[src/rtl/fifo_wr_arbiter.sv]
// -----------------------------------------------------------------------------
// fifo_wr_arbiter
//
// Round-robin write arbiter that shares the write port of one FWFT FIFO
// (prog-full/count variant) between C_NUM_REQ producer streams. A requester
// owns the write port for a whole burst; the burst ends on req_last or after
// C_MAX_BURST beats. New bursts start only while fifo_prog_full is low. The
// arbiter also owns the FIFO threshold input, latched from cfg_thresh while
// idle so the FIFO sees a stable threshold for the duration of a burst.
//
// Build option:
//   FIFO_WR_ARB_PRIO0_EN  when defined, requester 0 has strict priority at
//                         arbitration; requesters 1..C_NUM_REQ-1 rotate via
//                         rr_ptr and a requester-0 grant leaves rr_ptr alone.
//                         When undefined, plain round-robin over all.
//
// Ports:
//   clk            clock, rising edge
//   rst            asynchronous active-high reset
//   req_valid      per-requester beat valid
//   req_last       per-requester last beat of a burst
//   req_data       requester i data at [i*C_DATA_WIDTH +: C_DATA_WIDTH]
//   req_ready      per-requester beat accept (only the owner, only if !full)
//   grant          one-hot burst owner, zero when idle (registered)
//   fifo_wren      FIFO write strobe
//   fifo_datain    FIFO write data (owner's data, combinational mux)
//   fifo_full      FIFO full flag, stalls the current burst
//   fifo_prog_full FIFO programmable-full flag, blocks new bursts
//   fifo_thresh    FIFO threshold input (registered)
//   cfg_thresh     requested threshold
//   busy           high while a burst is in progress (registered)
// -----------------------------------------------------------------------------
module fifo_wr_arbiter #(
  parameter int C_DATA_WIDTH = 128,
  parameter int C_NUM_REQ    = 4,
  parameter int C_MAX_BURST  = 16
) (
  input  logic                              clk,
  input  logic                              rst,
  input  logic [C_NUM_REQ-1:0]              req_valid,
  input  logic [C_NUM_REQ-1:0]              req_last,
  input  logic [C_NUM_REQ*C_DATA_WIDTH-1:0] req_data,
  output logic [C_NUM_REQ-1:0]              req_ready,
  output logic [C_NUM_REQ-1:0]              grant,
  output logic                              fifo_wren,
  output logic [C_DATA_WIDTH-1:0]           fifo_datain,
  input  logic                              fifo_full,
  input  logic                              fifo_prog_full,
  output logic [31:0]                       fifo_thresh,
  input  logic [31:0]                       cfg_thresh,
  output logic                              busy
);

  localparam int IDX_W = (C_NUM_REQ > 1) ? $clog2(C_NUM_REQ) : 1;
  // One extra bit so pointer + offset can exceed C_NUM_REQ before wrapping.
  localparam int SW = IDX_W + 1;
  localparam logic [SW-1:0] NUM_REQ_S = SW'(C_NUM_REQ);
  localparam logic [15:0]   LAST_CNT  = 16'(C_MAX_BURST - 1);

  typedef enum logic {
    S_IDLE,
    S_XFER
  } state_t;

  state_t           state;
  logic [IDX_W-1:0] rr_ptr;
  logic [IDX_W-1:0] gidx;       // index of the current owner
  logic [15:0]      beat_cnt;

  logic             pick_vld;
  logic [IDX_W-1:0] pick_idx;
  logic [SW-1:0]    scan;
  logic [SW-1:0]    nxt_sum;
  logic             xfer;
  logic             beat;
  logic             burst_end;

  // ---------------------------------------------------------------------------
  // Arbitration: first valid requester scanning circularly from rr_ptr.
  // ---------------------------------------------------------------------------
  // NOTE: every signal driven here gets a default on entry, so no path through
  // the block leaves a value unassigned and no latch is inferred.
  always_comb begin
    pick_vld = 1'b0;
    pick_idx = '0;
    scan     = '0;
`ifdef FIFO_WR_ARB_PRIO0_EN
    if (req_valid[0]) begin
      pick_vld = 1'b1;
    end else begin
      // Rotation covers 1..C_NUM_REQ-1; a pointer of 0 (reset) starts at 1.
      for (int k = 0; k < C_NUM_REQ - 1; k++) begin
        scan = ((rr_ptr == '0) ? SW'(1) : {1'b0, rr_ptr}) + SW'(k);
        if (scan >= NUM_REQ_S) begin
          scan = scan - (NUM_REQ_S - SW'(1));
        end
        if (!pick_vld && req_valid[scan[IDX_W-1:0]]) begin
          pick_vld = 1'b1;
          pick_idx = scan[IDX_W-1:0];
        end
      end
    end
`else
    for (int k = 0; k < C_NUM_REQ; k++) begin
      scan = {1'b0, rr_ptr} + SW'(k);
      if (scan >= NUM_REQ_S) begin
        scan = scan - NUM_REQ_S;
      end
      if (!pick_vld && req_valid[scan[IDX_W-1:0]]) begin
        pick_vld = 1'b1;
        pick_idx = scan[IDX_W-1:0];
      end
    end
`endif
  end

  // Pointer value to load when the current burst ends: one past the owner.
  always_comb begin
    nxt_sum = {1'b0, gidx} + SW'(1);
`ifdef FIFO_WR_ARB_PRIO0_EN
    if (gidx == '0) begin
      nxt_sum = {1'b0, rr_ptr};        // priority grants do not rotate
    end else if (nxt_sum == NUM_REQ_S) begin
      nxt_sum = SW'(1);
    end
`else
    if (nxt_sum == NUM_REQ_S) begin
      nxt_sum = '0;
    end
`endif
  end

  // ---------------------------------------------------------------------------
  // Write path. Decoded from registered state so reset clears it immediately;
  // fifo_full reaches req_ready with no register in between.
  // ---------------------------------------------------------------------------
  assign xfer      = (state == S_XFER);
  assign req_ready = (xfer && !fifo_full) ? grant : '0;
  assign beat      = |(req_valid & req_ready);
  assign burst_end = beat && ((|(req_last & grant)) || (beat_cnt == LAST_CNT));
  assign fifo_wren = beat;

  always_comb begin
    fifo_datain = '0;
    for (int i = 0; i < C_NUM_REQ; i++) begin
      if (grant[i]) begin
        fifo_datain = req_data[i*C_DATA_WIDTH +: C_DATA_WIDTH];
      end
    end
  end

  // ---------------------------------------------------------------------------
  // Control FSM with registered grant/busy/threshold.
  // ---------------------------------------------------------------------------
  // NOTE: state is updated with non-blocking assignments so every register
  // samples the pre-edge values, independent of statement order.
  always_ff @(posedge clk or posedge rst) begin
    if (rst) begin
      state       <= S_IDLE;
      grant       <= '0;
      gidx        <= '0;
      rr_ptr      <= '0;
      beat_cnt    <= '0;
      fifo_thresh <= '0;
      busy        <= 1'b0;
    end else begin
      case (state)
        S_IDLE: begin
          fifo_thresh <= cfg_thresh;
          if (!fifo_prog_full && pick_vld) begin
            grant    <= C_NUM_REQ'(1) << pick_idx;
            gidx     <= pick_idx;
            beat_cnt <= '0;
            busy     <= 1'b1;
            state    <= S_XFER;
          end
        end
        S_XFER: begin
          // prog_full is ignored here: only fifo_full (via req_ready) stalls.
          if (beat) begin
            if (burst_end) begin
              grant    <= '0;
              busy     <= 1'b0;
              beat_cnt <= '0;
              rr_ptr   <= nxt_sum[IDX_W-1:0];
              state    <= S_IDLE;
            end else begin
              beat_cnt <= beat_cnt + 16'd1;
            end
          end
        end
        default: begin
          grant <= '0;
          busy  <= 1'b0;
          state <= S_IDLE;
        end
      endcase
    end
  end

endmodule

[config.mk]
export PLATFORM = sky130hd
export DESIGN_NAME = fifo_wr_arbiter
export DESIGN_NICKNAME = d
export VERILOG_FILES = /design/src/rtl/fifo_wr_arbiter.sv
export SDC_FILE = /design/constraint.sdc
export NUM_CORES = 1
export LEC_CHECK = 0
export ABC_AREA = 1
export BUFFER_PORTS_ARGS = -buffer_cell sky130_fd_sc_hd__buf_2
export CORE_AREA = 4 4 279 281
export CTS_CLUSTER_SIZE = 25
export DETAILED_ROUTE_END_ITERATION = 10
export DIE_AREA = 0 0 283 285
export MAX_ROUTING_LAYER = met4
export SETUP_SLACK_MARGIN = 0.02
export SLEW_MARGIN = 30
export SYNTH_ARGS = -nofsm -noshare
export SYNTH_HDL_FRONTEND = slang
export SYNTH_SLANG_ARGS = --single-unit
[constraint.sdc]
create_clock -name clk -period 1.6 [get_ports clk]
set_input_delay 0 -clock clk [delete_from_list [all_inputs] [get_ports clk]]
set_output_delay 0 -clock clk [all_outputs]
set_load 0.1 [all_outputs]
==> results of run 1 <==
-- sequential cells by signal (all words and copies together), names as in the netlist --
name         flops
rr_ptr           2
state            1
grant            4
beat_cnt        16
fifo_thresh     32
busy             1
gidx             2
-- through the flow --
stage	instance area [um2]	TNS [ns]
6_report	19700	-61.51
2_1_floorplan	9290	-106.03
3_3_place_gp	16600	-14.91
5_1_grt	19700	-72.04
4_1_cts	18600	-63.61
3_5_place_dp	16600	-17.51
-- repair_timing --
action                                  in CTS  in global routing
setup buffers                               29                 27
endpoints found under the setup margin     156                158
gates resized for setup                    160                107
hold buffers                                33                  0
hold endpoints to repair                    90                  0
gates cloned                                14                 10
pin swaps                                   42                 34
-- worst paths after layout --
| path | cells after the start | slack, ns | start | endpoint |
|---|---|---|---|---|
| max | 7 | -0.53 | grant[1] | fifo_datain[127] |
| min | 5 | 0.15 | fifo_prog_full | gidx[0] |
| max reg2reg | 14 | -0.32 | grant[1] | beat_cnt[8] |
| min reg2reg | 2 | 0.47 | fifo_thresh[30] | fifo_thresh[30] |
| max in group asynchronous | 4 | 1.03 | rst | grant[1] |
| min in group asynchronous | 4 | 0.27 | rst | rr_ptr[0] |
-- cells in the mapped netlist --
cell type / instances
nand4_1: 4
inv_2: 5
nor2_4: 3
nand2_2: 3
nor2_1: 168
inv_1: 34
a221oi_1: 128
clkbuf_1: 74
buf_4: 1
buf_2: 18
buf_6: 4
nand2_4: 3
inv_4: 2
o21ai_1: 1
xor2_1: 12
nand2_1: 335
nor3_1: 5
dfrtp_1: 58
nand3b_2: 1
nand3_2: 2
buf_1: 3
o21ai_0: 4
nand3b_1: 1
o21ai_2: 6
a21oi_1: 2
o31ai_1: 129
ha_1: 2
nand3_1: 26
-- metal layers --
metal | up-vias | routed length, um | GRT usage
met5 | - | 0 | -
met4 | 0 | 3840 | 0.0670
met3 | 173 | 8340 | 0.0811
met2 | 637 | 37100 | 0.307
met1 | 5732 | 26400 | 0.180
li1 | 5576 | - | -
-- layout make-up --
cell class | count | area (um2)
diodes | 48 | 120
clock buffers | 12 | 256
clock inverters | 4 | 50.0
fillers | 8054 | 55800
inverters | 41 | 200
multi-input cells | 835 | 7510
flip-flops and latches | 58 | 1470
well taps | 978 | 1220
repair buffers | 974 | 8810
repair inverters | 2 | 27.5
-- cells in the final DEF (no fill, tap or decap), types with 11 or more instances in the layout --
cell type,netlist,routed
a221oi_1,128,30
a221oi_2,0,67
a221oi_4,0,31
buf_12,0,174
buf_16,0,19
buf_2,18,589
buf_4,1,107
buf_6,4,37
clkbuf_16,0,17
dfrtp_1,58,52
diode_2,0,48
dlygate4sd3_1,0,33
inv_1,34,26
nand2_1,335,305
nand2_2,3,24
nand3_1,26,15
nand3_2,2,11
nor2_1,168,133
nor2_2,0,19
nor2_4,3,19
o31ai_4,0,118
xor2_1,12,12
-- cell families after synthesis --
logic type / after synthesis
xor gates and xnor gates: 12
and+or+nand+nor: 551
buffers and inverters: 141
AOI/OAI and AO/OA: 270
adders and majority gates: 2
DFF: 58
-- worst max-delay path: stages (launching register included) --
cell      delay (ns)
dfrtp_4         0.50
nor2_4          0.11
buf_12          0.13
buf_12          0.20
a221oi_1        0.13
buf_4           0.17
o31ai_4         0.30
buf_12          0.22
==> metrics, run 1 <==
Yosys top cell by area=dfrtp_1; clock skew=0.00523 ns; unique cell type count in the Yosys netlist=28; vias in the first global route=12,300; main combinational cell family by area after synthesis=simple AND/OR/NAND/NOR gates; final hold violations=0; per-cell routed wire length=25.7 um; synth warn=0; nets=2,479; Post-Layout Cell Count=2,952; die area=0.0807 mm2; RSZ-0062 raised after global routing=true; Clock Tree Root=clkbuf_16; critical path launch point type=flip-flop; largest cells by area after synthesis=dfrtp_1 22%, nand2_1 19%, a221oi_1 17%; Crit path required time=1.60 ns; placed wire-length estimate=61,200 um; Final Max Slew Viols=0; DRC viols=0; Final setup violation count=155; first-pass GRT wire length=99,200 um; post-synthesis sequential element count=58; Worst-Skew Late Latency=0.34 ns; minimum clock period=2.13 ns; Hold WS=0.146 ns; post-synthesis simple-gate area fraction=0.335; largest net degree at the start of global routing=59; initial antenna violation count=80; failing checks=negative setup slack; vias=12,100; Antenna Violating Nets Remaining=0; Post-Synth Adder-Cell Area=0.00382; status=finished, violations left; post-synthesis compound-gate area fraction=0.333; Relative slew margins=0.624; drt pass-1 iters=5; Mapped Area=0.00654 mm2; CTS tree=done; Crit Path Max Fanout=19; Final Wtd Congestion=0.963; Yosys top cell area share=0.222; Max Cap Viol=0; share of layout cells above drive strength 1=0.673; clk buf depth=2; Placed Cells incl. Taps=2,781; post-synthesis mux area share=0; XOR/XNOR Fraction of Synth Area=0.0161; total clock sinks=58; TritonCTS Buffers=9; Syn Area/Cell=6.33 um2; synthesized instance count=1,034; Reg clk slew, reported paths=0.06 ns; # IOs=726; DRT iter0 DRCs=670; H-tree lvl count=3; Slew @ Worst Pin=0.568 ns; number of port buffers=725; CP Class=reg2out; Setup WS pre-CTS=-0.215 ns; Die Width=283 um; routed vias/inst=4.11; Chip Height=285 um; DRT Wirelength=75,800 um; Worst setup EP type=output port; Area growth, synth to finish=201%; Tcrit/Tclk final=1.33; Crit path arrival time=2.13 ns; row count=101; grt ovf=0; Fmax achieved=469 MHz; sequential-to-total area share from yosys stat=0.222; worst hold path class=in2reg; Net Count, Synth=1,592; Total Routing Usage GR=0.179; Finished Core Util=0.261; Worst Setup Slack, final=-0.532 ns; Initial Util=0.0867; core area=0.0754 mm2
Power of run 1 is left out: the tool's default activity adds up to more than one toggle a clock period on the data nets, which glitch-free logic cannot reach.
==> run 2: changes to the inputs <==
--- a/config.mk
+++ b/config.mk
@@ -7,10 +7,10 @@
 export LEC_CHECK = 0
 export ABC_AREA = 1
 export BUFFER_PORTS_ARGS = -buffer_cell sky130_fd_sc_hd__buf_2
-export CORE_AREA = 4 4 279 281
+export CORE_AREA = 2 2 286 288
 export CTS_CLUSTER_SIZE = 25
 export DETAILED_ROUTE_END_ITERATION = 10
-export DIE_AREA = 0 0 283 285
+export DIE_AREA = 0 0 288 290
 export MAX_ROUTING_LAYER = met4
 export SETUP_SLACK_MARGIN = 0.02
 export SLEW_MARGIN = 30
==> metrics, run 2 (synthesized netlist as in run 1, its figures left out) <==
status=finished, violations left (unchanged); failing checks=negative setup slack (unchanged); Crit path required time=1.60 ns (about the same); worst setup path start=grant[1] (unchanged); initial antenna violation count=73 (was 80); Setup WS pre-CTS=-0.369 ns (was -0.215 ns); worst hold path class=in2reg (unchanged); Die Width=288 um (was 283 um); per-cell routed wire length=23.9 um (was 25.7 um); # IOs=726 (unchanged); clk buf depth=2 (unchanged); Finished Core Util=0.242 (was 0.261); CTS tree=done (unchanged); CP Cell Sequence=nor2_4, buf_8, buf_12, buf_12, buf_4, a221oi_4, o31ai_4, buf_12 (was nor2_4, buf_12, buf_12, a221oi_1, buf_4, o31ai_4, buf_12); Area growth, synth to finish=197% (was 201%); Top Family by Delay on Critical Path=buffers and inverters (unchanged); Worst setup EP type=output port (unchanged); H-tree lvl count=3 (unchanged); Reg-to-Reg Start=grant[1] (unchanged); largest net degree at the start of global routing=59 (unchanged); final hold violations=0 (unchanged); row count=104 (was 101); Total Routing Usage GR=0.166 (was 0.179); Crit path arrival time=2.18 ns (was 2.13 ns); core area=0.0802 mm2 (was 0.0754 mm2); largest stage delay on the critical path=0.50 ns (about the same); DRT Wirelength=72,400 um (was 75,800 um); Max Cap Viol=0 (unchanged); Crit Path Max Fanout=7 (was 19); Clock Tree Root=clkbuf_16 (unchanged); most frequent cells in the layout=589 x buf_2, 311 x nand2_1, 173 x buf_12 (was 589 x buf_2, 305 x nand2_1, 174 x buf_12); total clock sinks=58 (unchanged); cell mode on critical path=buf_12 (unchanged); clock skew=0.00708 ns (was 0.00523 ns); Final setup violation count=157 (was 155); crit path max-delay cell type=dfrtp_4 (unchanged); vias in the first global route=12,300 (about the same); share of layout cells above drive strength 1=0.660 (was 0.673); routed vias/inst=3.98 (was 4.11); commonest non-fill, non-tap cell in the layout=buf_2 (unchanged); Worst-Skew Late Latency=0.34 ns (about the same); Hold Path Origin=fifo_prog_full (unchanged); Final Max Slew Viols=0 (unchanged); Worst Setup Slack, final=-0.576 ns (was -0.532 ns); placed wire-length estimate=59,700 um (was 61,200 um); nets=2,481 (was 2,479); number of port buffers=725 (unchanged); TritonCTS Buffers=9 (unchanged); vias=12,100 (about the same); Tcrit/Tclk final=1.36 (was 1.33); die area=0.0835 mm2 (was 0.0807 mm2); Initial Util=0.0816 (was 0.0867); CP Class=reg2out (unchanged); Largest register FFs=32 (unchanged); minimum clock period=2.18 ns (was 2.13 ns); Chip Height=290 um (was 285 um); RSZ-0062 raised after global routing=true (unchanged); DRC viols=0 (unchanged); grt ovf=0 (unchanged); Antenna Violating Nets Remaining=0 (unchanged); drt pass-1 iters=6 (was 5); WP buf/inv=5 (was 4); critical path launch point type=flip-flop (unchanged); Slew @ Worst Pin=0.575 ns (was 0.568 ns); Reg clk slew, reported paths=0.06 ns (about the same); DRT iter0 DRCs=508 (was 670); first-pass GRT wire length=94,600 um (was 99,200 um); Final Wtd Congestion=0.952 (was 0.963); Fmax achieved=460 MHz (was 469 MHz); Relative slew margins=0.619 (was 0.624); biggest regs=fifo_thresh x32, beat_cnt x16, grant x4 (unchanged); Most flops, register=fifo_thresh (unchanged)
-- run 2: changes by cell type in the layout (fill, tap and decap cells not counted), sizes merged --
| cell | previous run | this run |
|---|---|---|
| clkinvlp | 2 | 3 |
| buf | 933 | 941 |
| bufinv | 1 | 0 |
| clkbuf | 20 | 14 |
| clkinv | 2 | 4 |
| diode | 48 | 44 |
| inv | 42 | 40 |
-- run 2: final cells by class --
cell class                 count  area, um2
clock buffer                  10        239
tap                         1060       1330
antenna                       44        110
sequential                    58       1470
timing repair buffer         978       8530
inverter                      41        209
fill                        8703      60800
clock inverter                 6       41.3
multi-input combinational    835       7480
-- run 2: per-layer routing --
| layer | wire length [um] | up-vias | GRT usage |
|---|---|---|---|
| li1 | - | 5562 | - |
| met1 | 27100 | 5754 | 0.181 |
| met5 | 0 | - | - |
| met2 | 36000 | 623 | 0.280 |
| met3 | 6560 | 140 | 0.0502 |
| met4 | 2700 | 0 | 0.0713 |
-- run 2: final timing paths --
| kind | end | slack (ns) | depth (start not counted) |
|---|---|---|---|
| max | fifo_datain[16] | -0.58 | 8 |
| min | state | 0.13 | 5 |
| max reg2reg | beat_cnt[6] | -0.37 | 13 |
| min reg2reg | fifo_thresh[3] | 0.47 | 2 |
| max in group asynchronous | fifo_thresh[17] | 1.05 | 4 |
| min in group asynchronous | grant[3] | 0.26 | 4 |
-- run 2: repair_timing --
action | CTS | global route
setup endpoints to repair | 158 | 159
setup buffers | 20 | 28
hold buffers | 33 | 0
hold endpoints to repair | 90 | 0
gates cloned | 5 | 4
pin swaps | 30 | 50
gates resized for setup | 113 | 100
-- run 2: worst min-delay path, stage by stage --
cell and delay, ns:
buf_2 0.09, nor2_1 0.07, nand2_4 0.11, buf_4 0.12, o21ai_2 0.04
-- run 2: metrics by stage --
step / cells / instance area (um2) / setup TNS, ns / hold WS (ns)
2_1_floorplan: 1034 / 9290 / -106.03 / 0.110
6_report: 3032 / 19400 / -67.57 / 0.126
3_5_place_dp: 2912 / 17000 / -23.06 / 0.0963
5_1_grt: 3031 / 19400 / -80.98 / 0.157
4_1_cts: 2972 / 18600 / -68.20 / 0.115
3_3_place_gp: 2912 / 17000 / -20.67 / 0.0867
Power of run 2 is left out for the same reason.
